===== config.mk =====
export PLATFORM = sky130hd
export DESIGN_NAME = mcs4_clock_gen
export DESIGN_NICKNAME = d
export VERILOG_FILES = /design/src/rtl/mcs4_clock_gen.sv
export SDC_FILE = /design/constraint.sdc
export NUM_CORES = 1
export LEC_CHECK = 0
export ABC_AREA = 1
export BUFFER_PORTS_ARGS = -buffer_cell sky130_fd_sc_hd__buf_2
export CORE_MARGIN = 2
export CORE_UTILIZATION = 57
export DETAILED_ROUTE_END_ITERATION = 16
export PLACE_DENSITY = 0.74
export SYNTH_ARGS = -nofsm -noshare
export SYNTH_HDL_FRONTEND = slang
export SYNTH_SLANG_ARGS = --single-unit

===== constraint.sdc =====
create_clock -name sysclk -period 2 [get_ports sysclk]
set_input_delay 0.1 -clock sysclk [delete_from_list [all_inputs] [get_ports sysclk]]
set_output_delay 0.1 -clock sysclk [all_outputs]
set_load 0.03 [all_outputs]

===== src/rtl/mcs4_clock_gen.sv =====
// mcs4_clock_gen
//   Two-phase non-overlapping clock (clk1/clk2) and power-on-clear generator for the
//   MCS-4 bus. It stands in for an i4201 on an FPGA and feeds every i4001/i4002/i4004.
//
//   One period is made of four phases, each timed by an 8-bit down-counter:
//     clk1 high (CLK1_HIGH), gap (GAP12), clk2 high (CLK2_HIGH), gap (GAP21).
//   poc_pad is held high from reset/poc_req through POC_PERIODS full periods. It falls
//   in the same cycle that clk1_pad rises.
//
//   Optional build macro: MCS4_SINGLE_STEP_EN enables single-step hold.
//     A CPU SYNC seen on the last clk2 cycle with run=0 and POC done parks the clocks
//     in the gap before clk1. A step pulse releases one instruction cycle, and run=1 resumes.
//     Without the macro, sync_pad/run/step are ignored and halted is tied low.
//
// Ports
//   sysclk     in   system clock, all flops on rising edge
//   reset      in   synchronous active-high reset
//   poc_req    in   synchronous request to restart power-on clear
//   sync_pad   in   CPU SYNC (single-step only)
//   run        in   1 = free-run, 0 = halt at instruction boundary (single-step only)
//   step       in   one-cycle pulse releasing one instruction cycle while halted
//   clk1_pad   out  phase-1 clock
//   clk2_pad   out  phase-2 clock
//   poc_pad    out  power-on clear
//   clk1_rise  out  strobe in first cycle of each clk1 high
//   clk2_fall  out  strobe in first cycle after clk2 drops
//   halted     out  clocks parked by single-step
module mcs4_clock_gen #(
    parameter int unsigned CLK1_HIGH   = 20,
    parameter int unsigned GAP12       = 14,
    parameter int unsigned CLK2_HIGH   = 20,
    parameter int unsigned GAP21       = 14,
    parameter int unsigned POC_PERIODS = 64
) (
    input  logic sysclk,
    input  logic reset,
    input  logic poc_req,
    input  logic sync_pad,
    input  logic run,
    input  logic step,
    output logic clk1_pad,
    output logic clk2_pad,
    output logic poc_pad,
    output logic clk1_rise,
    output logic clk2_fall,
    output logic halted
);

    localparam logic [7:0] C1Load  = 8'(CLK1_HIGH - 1);
    localparam logic [7:0] G12Load = 8'(GAP12 - 1);
    localparam logic [7:0] C2Load  = 8'(CLK2_HIGH - 1);
    localparam logic [7:0] G21Load = 8'(GAP21 - 1);
    localparam logic [7:0] PocLoad = 8'(POC_PERIODS);

    typedef enum logic [1:0] {
        StC1  = 2'd0,
        StG12 = 2'd1,
        StC2  = 2'd2,
        StG21 = 2'd3
    } phase_e;

    phase_e     state_q, state_d;
    logic [7:0] cnt_q, cnt_d;
    logic [7:0] poc_cnt_q, poc_cnt_d;
    logic       clk1_pad_q, clk1_pad_d;
    logic       clk2_pad_q, clk2_pad_d;
    logic       poc_pad_q, poc_pad_d;
    logic       clk1_rise_q, clk1_rise_d;
    logic       clk2_fall_q, clk2_fall_d;
    logic       halted_q, halted_d;
    logic       hold;

`ifdef MCS4_SINGLE_STEP_EN
    // park_q remembers the SYNC sample taken on the last clk2 cycle. It is only
    // acted on once the following gap has counted out.
    logic park_q, park_d;
    logic parked;

    always_comb begin
        park_d = park_q;
        if (state_q == StC2 && cnt_q == 8'd0) begin
            park_d = sync_pad;
        end
        parked   = (state_q == StG21) && (cnt_q == 8'd0) && park_q && !run && !poc_pad_q;
        // A step pulse lets the parked FSM advance straight into clk1.
        hold     = parked && !step;
        halted_d = hold;
    end

    always_ff @(posedge sysclk) begin
        if (reset) begin
            park_q <= 1'b0;
        end else begin
            park_q <= park_d;
        end
    end
`else
    logic unused_step_inputs;
    assign unused_step_inputs = ^{sync_pad, run, step};
    assign hold     = 1'b0;
    assign halted_d = 1'b0;
`endif

    // Phase sequencer: count down, then advance unless held.
    always_comb begin
        state_d = state_q;
        cnt_d   = cnt_q;
        if (cnt_q != 8'd0) begin
            cnt_d = cnt_q - 8'd1;
        end else if (!hold) begin
            case (state_q)
                StG21: begin
                    state_d = StC1;
                    cnt_d   = C1Load;
                end
                StC1: begin
                    state_d = StG12;
                    cnt_d   = G12Load;
                end
                StG12: begin
                    state_d = StC2;
                    cnt_d   = C2Load;
                end
                StC2: begin
                    state_d = StG21;
                    cnt_d   = G21Load;
                end
                default: begin
                    state_d = StG21;
                    cnt_d   = G21Load;
                end
            endcase
        end
    end

    // Power-on clear: a request reloads. Otherwise each clk1 rise counts one period.
    // Once the count is spent, the next rise drops poc_pad.
    always_comb begin
        poc_cnt_d = poc_cnt_q;
        poc_pad_d = poc_pad_q;
        if (poc_req) begin
            poc_cnt_d = PocLoad;
            poc_pad_d = 1'b1;
        end else if (state_q == StG21 && state_d == StC1) begin
            if (poc_cnt_q != 8'd0) begin
                poc_cnt_d = poc_cnt_q - 8'd1;
            end else begin
                poc_pad_d = 1'b0;
            end
        end
    end

    // Outputs are decoded from the next state so that they change on the same edge as the state.
    always_comb begin
        clk1_pad_d  = (state_d == StC1);
        clk2_pad_d  = (state_d == StC2);
        clk1_rise_d = (state_q == StG21) && (state_d == StC1);
        clk2_fall_d = (state_q == StC2) && (state_d == StG21);
    end

    always_ff @(posedge sysclk) begin
        if (reset) begin
            state_q     <= StG21;
            cnt_q       <= G21Load;
            poc_cnt_q   <= PocLoad;
            poc_pad_q   <= 1'b1;
            clk1_pad_q  <= 1'b0;
            clk2_pad_q  <= 1'b0;
            clk1_rise_q <= 1'b0;
            clk2_fall_q <= 1'b0;
            halted_q    <= 1'b0;
        end else begin
            state_q     <= state_d;
            cnt_q       <= cnt_d;
            poc_cnt_q   <= poc_cnt_d;
            poc_pad_q   <= poc_pad_d;
            clk1_pad_q  <= clk1_pad_d;
            clk2_pad_q  <= clk2_pad_d;
            clk1_rise_q <= clk1_rise_d;
            clk2_fall_q <= clk2_fall_d;
            halted_q    <= halted_d;
        end
    end

    assign clk1_pad  = clk1_pad_q;
    assign clk2_pad  = clk2_pad_q;
    assign poc_pad   = poc_pad_q;
    assign clk1_rise = clk1_rise_q;
    assign clk2_fall = clk2_fall_q;
    assign halted    = halted_q;

endmodule


* After elaboration in Yosys (flattened, before gate mapping) *
Cells that the tools add are included.

operators by class
  $add $sub $neg = 2
  equal/unequal tests = 5
  muxes and demuxes = 4
  bitwise logic cells = 1
  reduce and logical (&&, ||, !) cells = 11

operators by type and width
  operator               count
  $pmux W8 S2            1
  $reduce_bool A8 Y1     2
  $sub A8 B1 Y8 const B  2
  $eq A2 B2 Y1 const B   4
  $mux W8                1
  $pmux W2 S4            1
  $reduce_or A2 Y1       3
  $logic_not A2 Y1       2
  $reduce_and A2 Y1      2
  $eq A2 B1 Y1 const B   1
  $logic_and A1 B1 Y1    2
  $mux W2                1
  $not A1 Y1             1

word-level totals
  flip-flop bits (word level) = 23
  output and inout port bits = 6
  logic and storage cells = 31

* Logic depth before layout (Yosys ltp) *
Gate-level depths: netlist of run 1.

  word-level depth = 6
  gate-level depth with buffers = 10
  gate-level depth less buffers = 10

* Least setup slack after synthesis of run 1 *
No wires, ideal clock.

  path kind = register -> register
  start point = register cnt_q[0]
  end point = register poc_cnt_q[6]
  setup time = 125 ps
  data arrival time = 1327 ps
  setup slack = 548 ps
  stages on the path, launching flop included = 10
  path buffers = 0
  period minus slack after synthesis = 1452 ps
  cell sequence = dfxtp_1 > inv_1 > ha_1 > nand2_2 > nor2_8 > nand2_1 > nand2_1 > nand4_4 > nand2_1 > nand3_1

on the way
  cells in the longest elaborated chain, start to end = 5

RTL lines
  element                      RTL line  RTL
  from (decl)                  63        logic [7:0] cnt_q, cnt_d;
  from (signal assigned)       164       cnt_q <= G21Load;
  from (signal assigned)       174       cnt_q <= cnt_d;
  $reduce_bool A8 Y1           108       if (cnt_q != 8'd0) begin
  $mux W2                      108
  $logic_not A2 Y1             144       end else if (state_q == StG21 && state_d == StC1) begin
  $logic_and A1 B1 Y1          144
  $reduce_and A2 Y1 (no line)  -
  to (signal assigned)         165       poc_cnt_q <= PocLoad;
  to (signal assigned)         175       poc_cnt_q <= poc_cnt_d;
  to (decl)                    64        logic [7:0] poc_cnt_q, poc_cnt_d;

Every way passes these cells.
A chain may end at the register's enable or synchronous reset.

* Worst setup path after layout of run 1 *
  start point = register state_q[1]
  end point = register poc_pad_q, in the netlist poc_pad

on the way
  cells in the longest elaborated chain, start to end = 6
  elaborated cells between the ends (all ways) = 9

RTL lines
  element                               RTL line  RTL
  from (decl)                           62        phase_e state_q, state_d;
  from (signal assigned)                163       state_q <= StG21;
  from (signal assigned)                173       state_q <= state_d;
  $eq A2 B2 Y1 (tied with other cells)  111       case (state_q)
  $pmux W2 S4                           111
  $mux W2                               108
  $logic_not A2 Y1                      144
  $logic_and A1 B1 Y1 *                 144
  $reduce_and A2 Y1 (no line) *         -
  to (signal assigned)                  176       poc_pad_q <= poc_pad_d;
  to (decl)                             67        logic poc_pad_q, poc_pad_d;

Mark *: on every way between the ends. The rest lies on a longest branch, timed or not.

==> summary.txt, run 1 <==
Synth
  – Synthesis warning total: 0
  – Syn_area_per_cell: 7.654 um^2
  – Largest area contributor in the netlist: dfxtp_1
  – Synth Area in Compound Gates: 0.1160
  – Proportion of synthesized area in mux cells: 0
  – Post-Syn Instances: around 160
  – Seq/Total Area, Yosys: 0.3713
  – Syn nets: 176
  – Xor/xnor share of the synthesized area: 0.03532
  – Largest family of logic cells by synthesized area: simple AND/OR/NAND/NOR gates
  – Synth Area in Adders: 0.08073
  – Library cells used by synthesis: 26
  – Synth Area in Simple Gates: 0.3047
  – Synth top area cells: dfxtp_1, nand2_1, ha_1
  – Mapped Area: 0.001240 mm^2
  – Flop and latch count out of synthesis: 23
  – Top-area cell type share of the netlist area: 0.3713

Critical path
  – Worst r2r src: state_q[1]$_SDFF_PP1_
  – CP Capture Type: flip-flop
  – Highest-delay cell along the critical path: dfxtp_1
  – Capturing point of the worst reg2reg path: poc_pad$_SDFFE_PP1P_
  – CP arrival: between 1.5 and 2 ns
  – Critical-path cell list: inv_1 -> ha_1 -> nor2_1 -> nor2_1 -> nand2_2 -> o21ai_4 -> nor2_8 -> inv_2 -> o21ai_1 -> nand2_1
  – Worst path depth: 10
  – Max FO, Critical Path: 10
  – Most used cell, CP: nor2_1
  – Required time of the critical path: between 2 and 2.5 ns
  – Kind of critical path: reg -> reg
  – R2r setup slk: 0.28 ns
  – Worst path max stage delay: 0.48 ns
  – CP startpoint kind: flip-flop
  – Critical path's top delay family: simple AND/OR/NAND/NOR gates
  – Buf+Inv Stages, Crit Path: 2
  – Worst R2R Path Depth: 10

Clock network
  – CTS Sinks: 23
  – H-tree levels: 1
  – Clock latency at the later pin of the worst-skew pair: 0.31 ns
  – CTS tree: built
  – Post-cts resize count: 0
  – Clk pin slew, worst setup/hold paths: 0.12 ns
  – CTS Buf Count: 3
  – CTS max path bufs: 2
  – Root buffer cell: clkbuf_4
  – Post-CTS Setup Inserts: 0
  – Hold_buf cts: 1

Power and ir drop
  – Reported leakage power: 0.6281 nW
  – Cell Pwr Density: about 550 mW/mm^2
  – Worst VDD drop: 0.0004428 V

Min path
  – Hold path start: poc_req
  – Hold Path Depth: 3
  – Hold EP: poc_pad$_SDFFE_PP1P_
  – Hold WC Path Type: in -> reg

STA
  – Setup Total Neg Slack: 0 ns
  – Fin Clk Skew: 0.01022 ns
  – Hold Vio Cnt, Final: 0
  – Hold slack: 0.01823 ns
  – Fmax: 582.9 MHz
  – Slew Limit Fails: 0
  – RSZ-0062 raised after global routing: false
  – Period utilization: 0.8578
  – # setup viols final: 0
  – Crit path time final: 1.716 ns
  – Final setup margin: 0.2843 ns

Floorplan
  – Die Wd: 50.64 um
  – Core area: ~0.0020 mm^2
  – IO Pins: 12
  – Row count: 16
  – Die H: around 51 um
  – Die ar.: 0.002564 mm^2
  – Initial Utilization: 0.6194

Placed design
  – Setup WS pre-CTS: 0.3318 ns
  – Routability cong.: 0.7806
  – Hpwl dp: 1.738 mm
  – I/O Buffers: 7

Global routing
  – Initial antenna violation count: 0
  – Overall routing resource usage: 0.2000
  – Gr ovfl total: 0
  – First-pass GRT wire length: 3.870 mm
  – Vias in the first global route: 955
  – Largest net degree at the start of global routing: 13

Finish
  – Most common cell after layout, fill and taps aside: nand2_1
  – Commonest non-fill, non-tap cells in the layout: nand2_1, inv_1, dfxtp_1
  – Proportion of layout cells with a drive suffix above 1: 0.1445
  – Storage element area: 460.4 um^2
  – Multi-input gate area: between 600 and 700 um^2
  – # diodes: 0
  – Fillcell total: 188
  – Nets: around 190
  – P&R area growth vs syn: 8.073%

Route
  – DRC viols: 0
  – Vias post-DR: 1011
  – DRT iter0 DRCs: 15
  – Vias/cell: 5.055
  – Drt first pass iters: 4
  – Routed len/inst: 11.20 um
  – Routed wire length: 2.240 mm
  – Antenna Nets Post-Route: 0

Job
  – Maxcap violations: 0

Status
  – Status: completed
==> cell families after synthesis <==
| logic type | Yosys count |
|---|---|
| compound gates | 25 |
| xor+xnor | 5 |
| fa+ha+maj | 8 |
| buf+inv | 28 |
| flops | 23 |
| other cells | 1 |
| simple gates | 72 |
==> layout make-up <==
class                      instances  share of cell area
inverter                          26             0.07283
tap                               27             0.02521
clock buffer                       4             0.01961
multi-input combinational        111              0.4995
sequential                        23              0.3436
timing repair buffer               9             0.03922
==> state kept, by name (all words and copies together), names as in the netlist <==
signal     cells
cnt_q          8
poc_cnt_q      8
state_q        2
clk1_pad       1
clk1_rise      1
clk2_fall      1
clk2_pad       1
poc_pad        1
==> how the worst max path moves through the flow <==
stage	start	endpoint	slack, ns
global placement	cnt_q[0]$_SDFF_PP1_	poc_cnt_q[6]$_SDFFE_PP1P_	0.38
finish	state_q[1]$_SDFF_PP1_	poc_pad$_SDFFE_PP1P_	0.28
floorplan	cnt_q[0]$_SDFF_PP1_	poc_cnt_q[6]$_SDFFE_PP1P_	0.55
global route	state_q[0]$_SDFF_PP1_	poc_pad$_SDFFE_PP1P_	0.13
detailed placement	state_q[1]$_SDFF_PP1_	poc_cnt_q[0]$_SDFFE_PP0P_	0.33
CTS	cnt_q[0]$_SDFF_PP1_	poc_cnt_q[4]$_SDFFE_PP0P_	0.30
==> cells in the mapped netlist <==
library cell,count
ha_1,8
nand3_2,1
nor2_8,2
nand3_1,15
o21ai_4,1
nor2_1,17
inv_1,24
nand3b_1,1
o21ai_2,2
nand4_1,2
nand2_4,1
buf_2,1
inv_2,2
xor2_1,5
nor2_2,1
o21ai_0,5
buf_4,1
dfxtp_1,23
nand2_2,2
nor3_1,1
o21ai_1,3
nor2_4,1
conb_1,1
nand4_4,1
a21oi_1,14
nand2_1,27
==> layer usage <==
layer / part of all wire / track usage
met4: 0.013 / 0.09910
met3: 0.021 / 0.04167
met2: 0.52 / 0.3684
met1: 0.45 / 0.2134
met5: 0 / 0
==> tightest hold or removal path, cell delays in order <==
cell and delay [ns]:
buf_2 0.08, nor2_1 0.06, nand2_1 0.07
==> power by group <==
part	internal (mW)	switching, mW
clock network	0.0778	0.128
logic	0.0182	0.0372
registers	0.466	0.00736
total	0.562	0.172
==> per-stage QoR <==
stage | utilization | instance area (um^2) | power, mW | std cells
after floorplan | - | 1240 | 0.5271 | 162
final | 0.6694 | 1340 | 0.7344 | 200
after CTS | 0.6694 | 1340 | 0.7454 | 200
after detailed placement | 0.6513 | 1304 | 0.5382 | 195
after global placement | 0.6513 | 1304 | 0.5360 | 195
after global routing | 0.6694 | 1340 | 0.7738 | 200
(Power assumes the default switching activity.)
==> run 2, diff against run 1 <==
--- a/config.mk
+++ b/config.mk
@@ -11,6 +11,7 @@
 export CORE_UTILIZATION = 57
 export DETAILED_ROUTE_END_ITERATION = 16
 export PLACE_DENSITY = 0.74
+export SETUP_SLACK_MARGIN = 0.5
 export SYNTH_ARGS = -nofsm -noshare
 export SYNTH_HDL_FRONTEND = slang
 export SYNTH_SLANG_ARGS = --single-unit
==> run 2 against run 1 <==
Net effect:
- the run now ends with negative hold slack left
- die area unchanged
- worst setup slack better by 0.20 ns
- utilization up 13 points
- largest cell class unchanged
- sequential share of layout area shrank 5.1 points
- final cell count rose by 7.5%
==> summary.txt, run 2 (synthesis gave the netlist of run 1 again) <==
Route
  – DRC viols: 0 (unchanged)
  – Routed len/inst: 13.71 um (+22%)
  – DRT iter0 DRCs: 16 (+1)
  – Drt first pass iters: 4 (unchanged)
  – Vias/cell: 5.349 (+5.8%)
  – Routed wire length: 2.948 mm (+32%)
  – Antenna Nets Post-Route: 0 (unchanged)
  – Vias post-DR: 1150 (+14%)

Min path
  – Hold path start: poc_req
  – Hold EP: poc_pad$_SDFFE_PP1P_
  – Hold WC Path Type: in -> reg
  – Hold Path Depth: 3 (unchanged)

Status
  – Status: complete, but fails checks
  – Failing checks: negative hold slack

Floorplan
  – Die Wd: 50.64 um (unchanged)
  – Die ar.: 0.002564 mm^2 (unchanged)
  – Initial Utilization: 0.6194 (unchanged)
  – IO Pins: 12 (unchanged)
  – Core area: 0.002002 mm^2 (unchanged)
  – Row count: 16 (unchanged)
  – Die H: 50.64 um (unchanged)

Clock network
  – H-tree levels: 1 (unchanged)
  – CTS Buf Count: 3 (unchanged)
  – Root buffer cell: clkbuf_4
  – CTS tree: built
  – CTS max path bufs: 2 (unchanged)
  – CTS Sinks: 23 (unchanged)
  – Clock latency at the later pin of the worst-skew pair: 0.33 ns (+0.02 ns)
  – Clk pin slew, worst setup/hold paths: 0.13 ns (about the same)

STA
  – Period utilization: 0.7594 (-0.09844)
  – RSZ-0062 raised after global routing: true
  – Crit path time final: 1.519 ns (-0.1969 ns)
  – Hold slack: -0.0004863 ns (-0.01872 ns)
  – Setup Total Neg Slack: 0 ns (unchanged)
  – Slew Limit Fails: 0 (unchanged)
  – # setup viols final: 0 (unchanged)
  – Fmax: 658.4 MHz (+13%)
  – Hold Vio Cnt, Final: 1 (+1)
  – Fin Clk Skew: 0.01082 ns (+0.0005949 ns)

Critical path
  – Most used cell, CP: nand2_2
  – Worst r2r src: cnt_q[0]$_SDFF_PP1_
  – Capturing point of the worst reg2reg path: poc_cnt_q[0]$_SDFFE_PP0P_
  – CP arrival: 1.75 ns (-0.17 ns)
  – Critical-path cell list: inv_2 -> ha_4 -> nand2_4 -> nor2_8 -> nand2_2 -> o21ai_4 -> nand4_4 -> nand2_2 -> a21oi_2
  – Worst path max stage delay: 0.35 ns (-0.13 ns)
  – Kind of critical path: reg -> reg
  – Worst R2R Path Depth: 9 (-1)
  – R2r setup slk: 0.48 ns (+0.20 ns)
  – Max FO, Critical Path: 7 (-3)
  – Highest-delay cell along the critical path: dfxtp_2
  – Required time of the critical path: 2.23 ns (+0.02 ns)
  – CP startpoint kind: flip-flop
  – CP Capture Type: flip-flop

Finish
  – Proportion of layout cells with a drive suffix above 1: 0.3777 (+0.2332)
  – Commonest non-fill, non-tap cells in the layout: nand2_1, inv_1, dfxtp_1
  – P&R area growth vs syn: 29.36%
  – Most common cell after layout, fill and taps aside: nand2_1
  – # diodes: 0 (unchanged)
  – Nets: 203 (+8.0%)
  – Storage element area: 469.2 um^2 (+1.9%)
  – Fillcell total: 135 (-28%)
  – Multi-input gate area: 813.3 um^2 (+21%)
  – Top Registers: cnt_q x8, poc_cnt_q x8, state_q x2

Placed design
  – I/O Buffers: 7 (unchanged)
  – Hpwl dp: 1.738 mm (unchanged)
  – Routability cong.: 0.7806 (unchanged)

Power and ir drop
  – Worst VDD drop: 0.0006132 V (+38%)
  – Reported leakage power: 0.7032 nW (+12%)
  – Overall Power: 0.7710 mW (+5.0%)
  – Cell Pwr Density: 480.7 mW/mm^2 (-12%)

Job
  – Maxcap violations: 0 (unchanged)

Global routing
  – Largest net degree at the start of global routing: 13 (unchanged)
  – Vias in the first global route: 1015 (+6.3%)
  – Gr ovfl total: 0 (unchanged)
  – First-pass GRT wire length: 4.305 mm (+11%)
  – Overall routing resource usage: 0.2226 (+0.02257)
  – Initial antenna violation count: 0 (unchanged)
## run 2: how the worst max path moves through the flow
stage | from | endpoint | cells after the start
after floorplan | cnt_q[0]$_SDFF_PP1_ | poc_cnt_q[6]$_SDFFE_PP1P_ | 9
after global placement | cnt_q[0]$_SDFF_PP1_ | poc_cnt_q[6]$_SDFFE_PP1P_ | 9
after detailed placement | state_q[1]$_SDFF_PP1_ | poc_cnt_q[0]$_SDFFE_PP0P_ | 10
after CTS | state_q[1]$_SDFF_PP1_ | poc_cnt_q[7]$_SDFFE_PP0P_ | 9
after global routing | state_q[1]$_SDFF_PP1_ | poc_cnt_q[0]$_SDFFE_PP0P_ | 9
final | cnt_q[0]$_SDFF_PP1_ | poc_cnt_q[0]$_SDFFE_PP0P_ | 9
## run 2: what timing repair did
item / 4_1_cts / 5_1_grt
hold buffers: 1 / 0
pin swaps: 9 / 13
endpoints found under the setup margin: 14 / 15
buffers inserted: 5 / 9
resized for setup: 14 / 29
gates cloned: 1 / 0
hold endpoints to repair: 1 / 0
## run 2: layer usage
layer,GRT usage,routed length [um],up-vias
li1,-,-,569
met1,0.2375,1218,549
met2,0.4254,1582,21
met3,0.03869,65,11
met4,0.09009,81,0
met5,0,0,-
## run 2: report_power, final
group          internal [mW]  switching (mW)
Sequential             0.465         0.00829
Clock                 0.0784           0.145
Combinational         0.0279          0.0460
## run 2: final cells by class
cell class / instances / area share
Tap cell: 27 / 0.02106
Clock buffer: 4 / 0.01638
Multi-Input combinational cell: 112 / 0.5070
Inverter: 26 / 0.06240
Sequential cell: 23 / 0.2925
Timing Repair Buffer: 23 / 0.1006
## run 2: critical path, delay by kind of cell (launching register included)
kind,cells,cell delay (ns)
AO/OA/AOI/OAI,2,0.16
adder cells (fa/ha/maj),1,0.14
buffers and inverters,1,0.07
flip-flops,1,0.35
AND/OR/NAND/NOR,5,0.70
## run 2: stage by stage
stage,hold slack (ns),cell area [um^2],instances,util,worst slack (ns)
2_1_floorplan,0.1712,1240,162,-,0.5482
3_3_place_gp,0.3168,1304,195,0.6513,0.3796
3_5_place_dp,0.3165,1304,195,0.6513,0.3318
4_1_cts,0.01350,1439,206,0.7188,0.5055
5_1_grt,0.01906,1604,215,0.8013,0.4079
6_report,-0.0004863,1604,215,0.8013,0.4812
==> run 3, diff against run 2 <==
--- a/config.mk
+++ b/config.mk
@@ -8,9 +8,9 @@
 export ABC_AREA = 1
 export BUFFER_PORTS_ARGS = -buffer_cell sky130_fd_sc_hd__buf_2
 export CORE_MARGIN = 2
-export CORE_UTILIZATION = 57
+export CORE_UTILIZATION = 51
 export DETAILED_ROUTE_END_ITERATION = 16
-export PLACE_DENSITY = 0.74
+export PLACE_DENSITY = 0.7
 export SETUP_SLACK_MARGIN = 0.5
 export SYNTH_ARGS = -nofsm -noshare
 export SYNTH_HDL_FRONTEND = slang
==> constraint.sdc (replaced) <==
create_clock -name sysclk -period 1.32 [get_ports sysclk]
set_input_delay 0.066 -clock sysclk [delete_from_list [all_inputs] [get_ports sysclk]]
set_output_delay 0.066 -clock sysclk [all_outputs]
set_load 0.03 [all_outputs]
==> run 3 against run 2 <==
Net effect:
- the run ends with negative hold slack, negative setup slack left
- register-to-register slack got worse by 0.64 ns
- sequential power grew 51%
- highest routed layer unchanged
- worst setup slack got worse by 0.64 ns
- final cell count increased by 6.0%
- clock-buffer cell count is 1 lower
- clock power increased by 46%
- clock skew down 0.0012 ns
- maximum frequency grew 2.9%
- routed wire length is 5.0% lower
- flip-flop and latch count unchanged
==> summary.txt, run 3 (synthesis gave the netlist of run 1 again) <==
Clock network
  – Root buffer cell: clkbuf_4
  – CTS tree: built
  – CTS Buf Count: 3 (unchanged)
  – Clk pin slew, worst setup/hold paths: 0.13 ns (about the same)
  – CTS Sinks: 23 (unchanged)
  – CTS max path bufs: 2 (unchanged)
  – H-tree levels: 1 (unchanged)
  – Clock latency at the later pin of the worst-skew pair: 0.31 ns (-0.02 ns)

STA
  – Hold Vio Cnt, Final: 1 (unchanged)
  – Period utilization: 1.118 (+0.3588)
  – Hold slack: -0.03250 ns (-0.03202 ns)
  – Crit path time final: 1.476 ns (-0.04279 ns)
  – # setup viols final: 21 (+21)
  – Slew Limit Fails: 0 (unchanged)
  – RSZ-0062 raised after global routing: true
  – Fmax: 677.5 MHz (+2.9%)
  – Fin Clk Skew: 0.009633 ns (-0.001185 ns)
  – Final setup margin: -0.1560 ns (-0.6372 ns)

Placed design
  – Setup WS pre-CTS: -0.1191 ns (-0.4509 ns)
  – Hpwl dp: 1.839 mm (+5.9%)
  – Routability cong.: 0.8411 (+7.8%)
  – I/O Buffers: 7 (unchanged)
  – Placed Area: 0.001544 mm^2 (+18%)

Status
  – Failing checks: negative hold slack, negative setup slack
  – Status: complete, but fails checks

Finish
  – Top Registers: cnt_q x8, poc_cnt_q x8, state_q x2
  – P&R area growth vs syn: 42.89%
  – Storage element area: 478.0 um^2 (+1.9%)
  – Multi-input gate area: 847.1 um^2 (+4.2%)
  – Proportion of layout cells with a drive suffix above 1: 0.4600 (+0.08234)
  – Final core occ: 0.7858 (-0.01546)
  – Fillcell total: 158 (+17%)
  – Nets: 215 (+5.9%)
  – Most common cell after layout, fill and taps aside: buf_4
  – Finished Cell Area: 0.001772 mm^2 (+10%)
  – Commonest non-fill, non-tap cells in the layout: buf_4, nand2_1, inv_1
  – # diodes: 0 (unchanged)

Power and ir drop
  – Combinational share of power: 0.123 (+0.027)
  – Int Pwr: 0.8801 mW (+54%)
  – Reported leakage power: 0.7808 nW (+11%)
  – Sw Pwr: 0.3060 mW (+54%)
  – Cell Pwr Density: 669.5 mW/mm^2 (+39%)
  – Reg power frac: 0.602 (-0.012)
  – Switch share: 0.2580 (-0.0005518)
  – Overall Power: 1.186 mW (+54%)
  – Clk pwr share: 0.275 (-0.015)
  – Worst VDD drop: 0.0007383 V (+20%)

Route
  – DRC viols: 0 (unchanged)
  – Routed wire length: 2.800 mm (-5.0%)
  – Drt first pass iters: 5 (+1)
  – Vias post-DR: 1154 (+0.35%)
  – DRT iter0 DRCs: 18 (+2)
  – Vias/cell: 5.061 (-5.4%)
  – Antenna Nets Post-Route: 0 (unchanged)
  – Routed len/inst: 12.28 um (-10%)

Global routing
  – Gr ovfl total: 0 (unchanged)
  – Largest net degree at the start of global routing: 14 (+1)
  – Initial antenna violation count: 0 (unchanged)
  – Vias in the first global route: 1079 (+6.3%)
  – First-pass GRT wire length: 4.650 mm (+8.0%)
  – Overall routing resource usage: 0.2289 (+0.006288)

Floorplan
  – Row count: 17 (+1)
  – Initial Utilization: 0.5499 (-0.06943)
  – Core area: 0.002255 mm^2 (+13%)
  – Die Wd: 53.31 um (+5.3%)
  – IO Pins: 12 (unchanged)
  – Die H: 53.31 um (+5.3%)
  – Die ar.: 0.002841 mm^2 (+11%)

Critical path
  – Max FO, Critical Path: 7 (unchanged)
  – CP Capture Type: flip-flop
  – CP startpoint kind: flip-flop
  – CP arrival: 1.69 ns (-0.06 ns)
  – Kind of critical path: reg -> reg
  – Required time of the critical path: 1.54 ns (-0.69 ns)

Job
  – Maxcap violations: 0 (unchanged)

Min path
  – Hold WC Path Type: in -> reg
==> run 3: layer usage <==
metal	vias to the layer above	track usage	part of all wire
met5	-	0	0
met4	0	0.07692	0.013
met3	7	0.04237	0.033
met2	37	0.3786	0.50
met1	515	0.2957	0.46
li1	595	-	-
==> run 3: per-stage QoR <==
stage | TNS [ns] | std cells
final | -1.532 | 228
after global routing | -3.189 | 228
after CTS | -0.9668 | 228
after detailed placement | -0.8376 | 218
after global placement | -0.3427 | 218
after floorplan | -0.05425 | 162
==> run 3: worst paths after layout <==
check / end / slack, ns / start / cells after the start
setup / recovery: poc_cnt_q[1]$_SDFFE_PP0P_ / -0.16 / cnt_q[0]$_SDFF_PP1_ / 9
setup reg to reg: poc_cnt_q[1]$_SDFFE_PP0P_ / -0.16 / cnt_q[0]$_SDFF_PP1_ / 9
hold reg to reg: cnt_q[0]$_SDFF_PP1_ / 0.42 / cnt_q[0]$_SDFF_PP1_ / 1
hold / removal: poc_pad$_SDFFE_PP1P_ / -0.03 / poc_req / 3
==> run 3: layout make-up <==
cell class | count | share of cell area
Timing Repair Buffer | 35 | 0.1603
Multi-Input combinational cell | 112 | 0.4781
Clock buffer | 3 | 0.01271
Inverter | 26 | 0.05650
Tap cell | 28 | 0.01977
Sequential cell | 23 | 0.2698
Clock inverter | 1 | 0.002825
==> run 3: timing repair <==
item / in CTS / in global routing
endpoints found under the hold margin: 3 / 3
cloned: 1 / 0
endpoints found under the setup margin: 28 / 28
pin swaps: 7 / 13
resized for setup: 31 / 14
buffers inserted: 5 / 0
==> run 3: power by group through the flow <==
stage	clock network (mW)	registers (mW)	logic (mW)
floorplan	0	0.731	0.0785
global placement	0	0.729	0.110
detailed placement	0	0.730	0.115
CTS	0.334	0.714	0.136
global route	0.365	0.716	0.163
finish	0.326	0.714	0.146
==> run 3: critical path, stage by stage, from the launching register on <==
cell and delay (ns):
dfxtp_2 0.35, inv_2 0.07, ha_4 0.17, nand2_8 0.07, nor2_8 0.18, o21ai_4 0.13, nor2_4 0.23, nand3_2 0.09
nand2_1 0.06, nor2_1 0.03
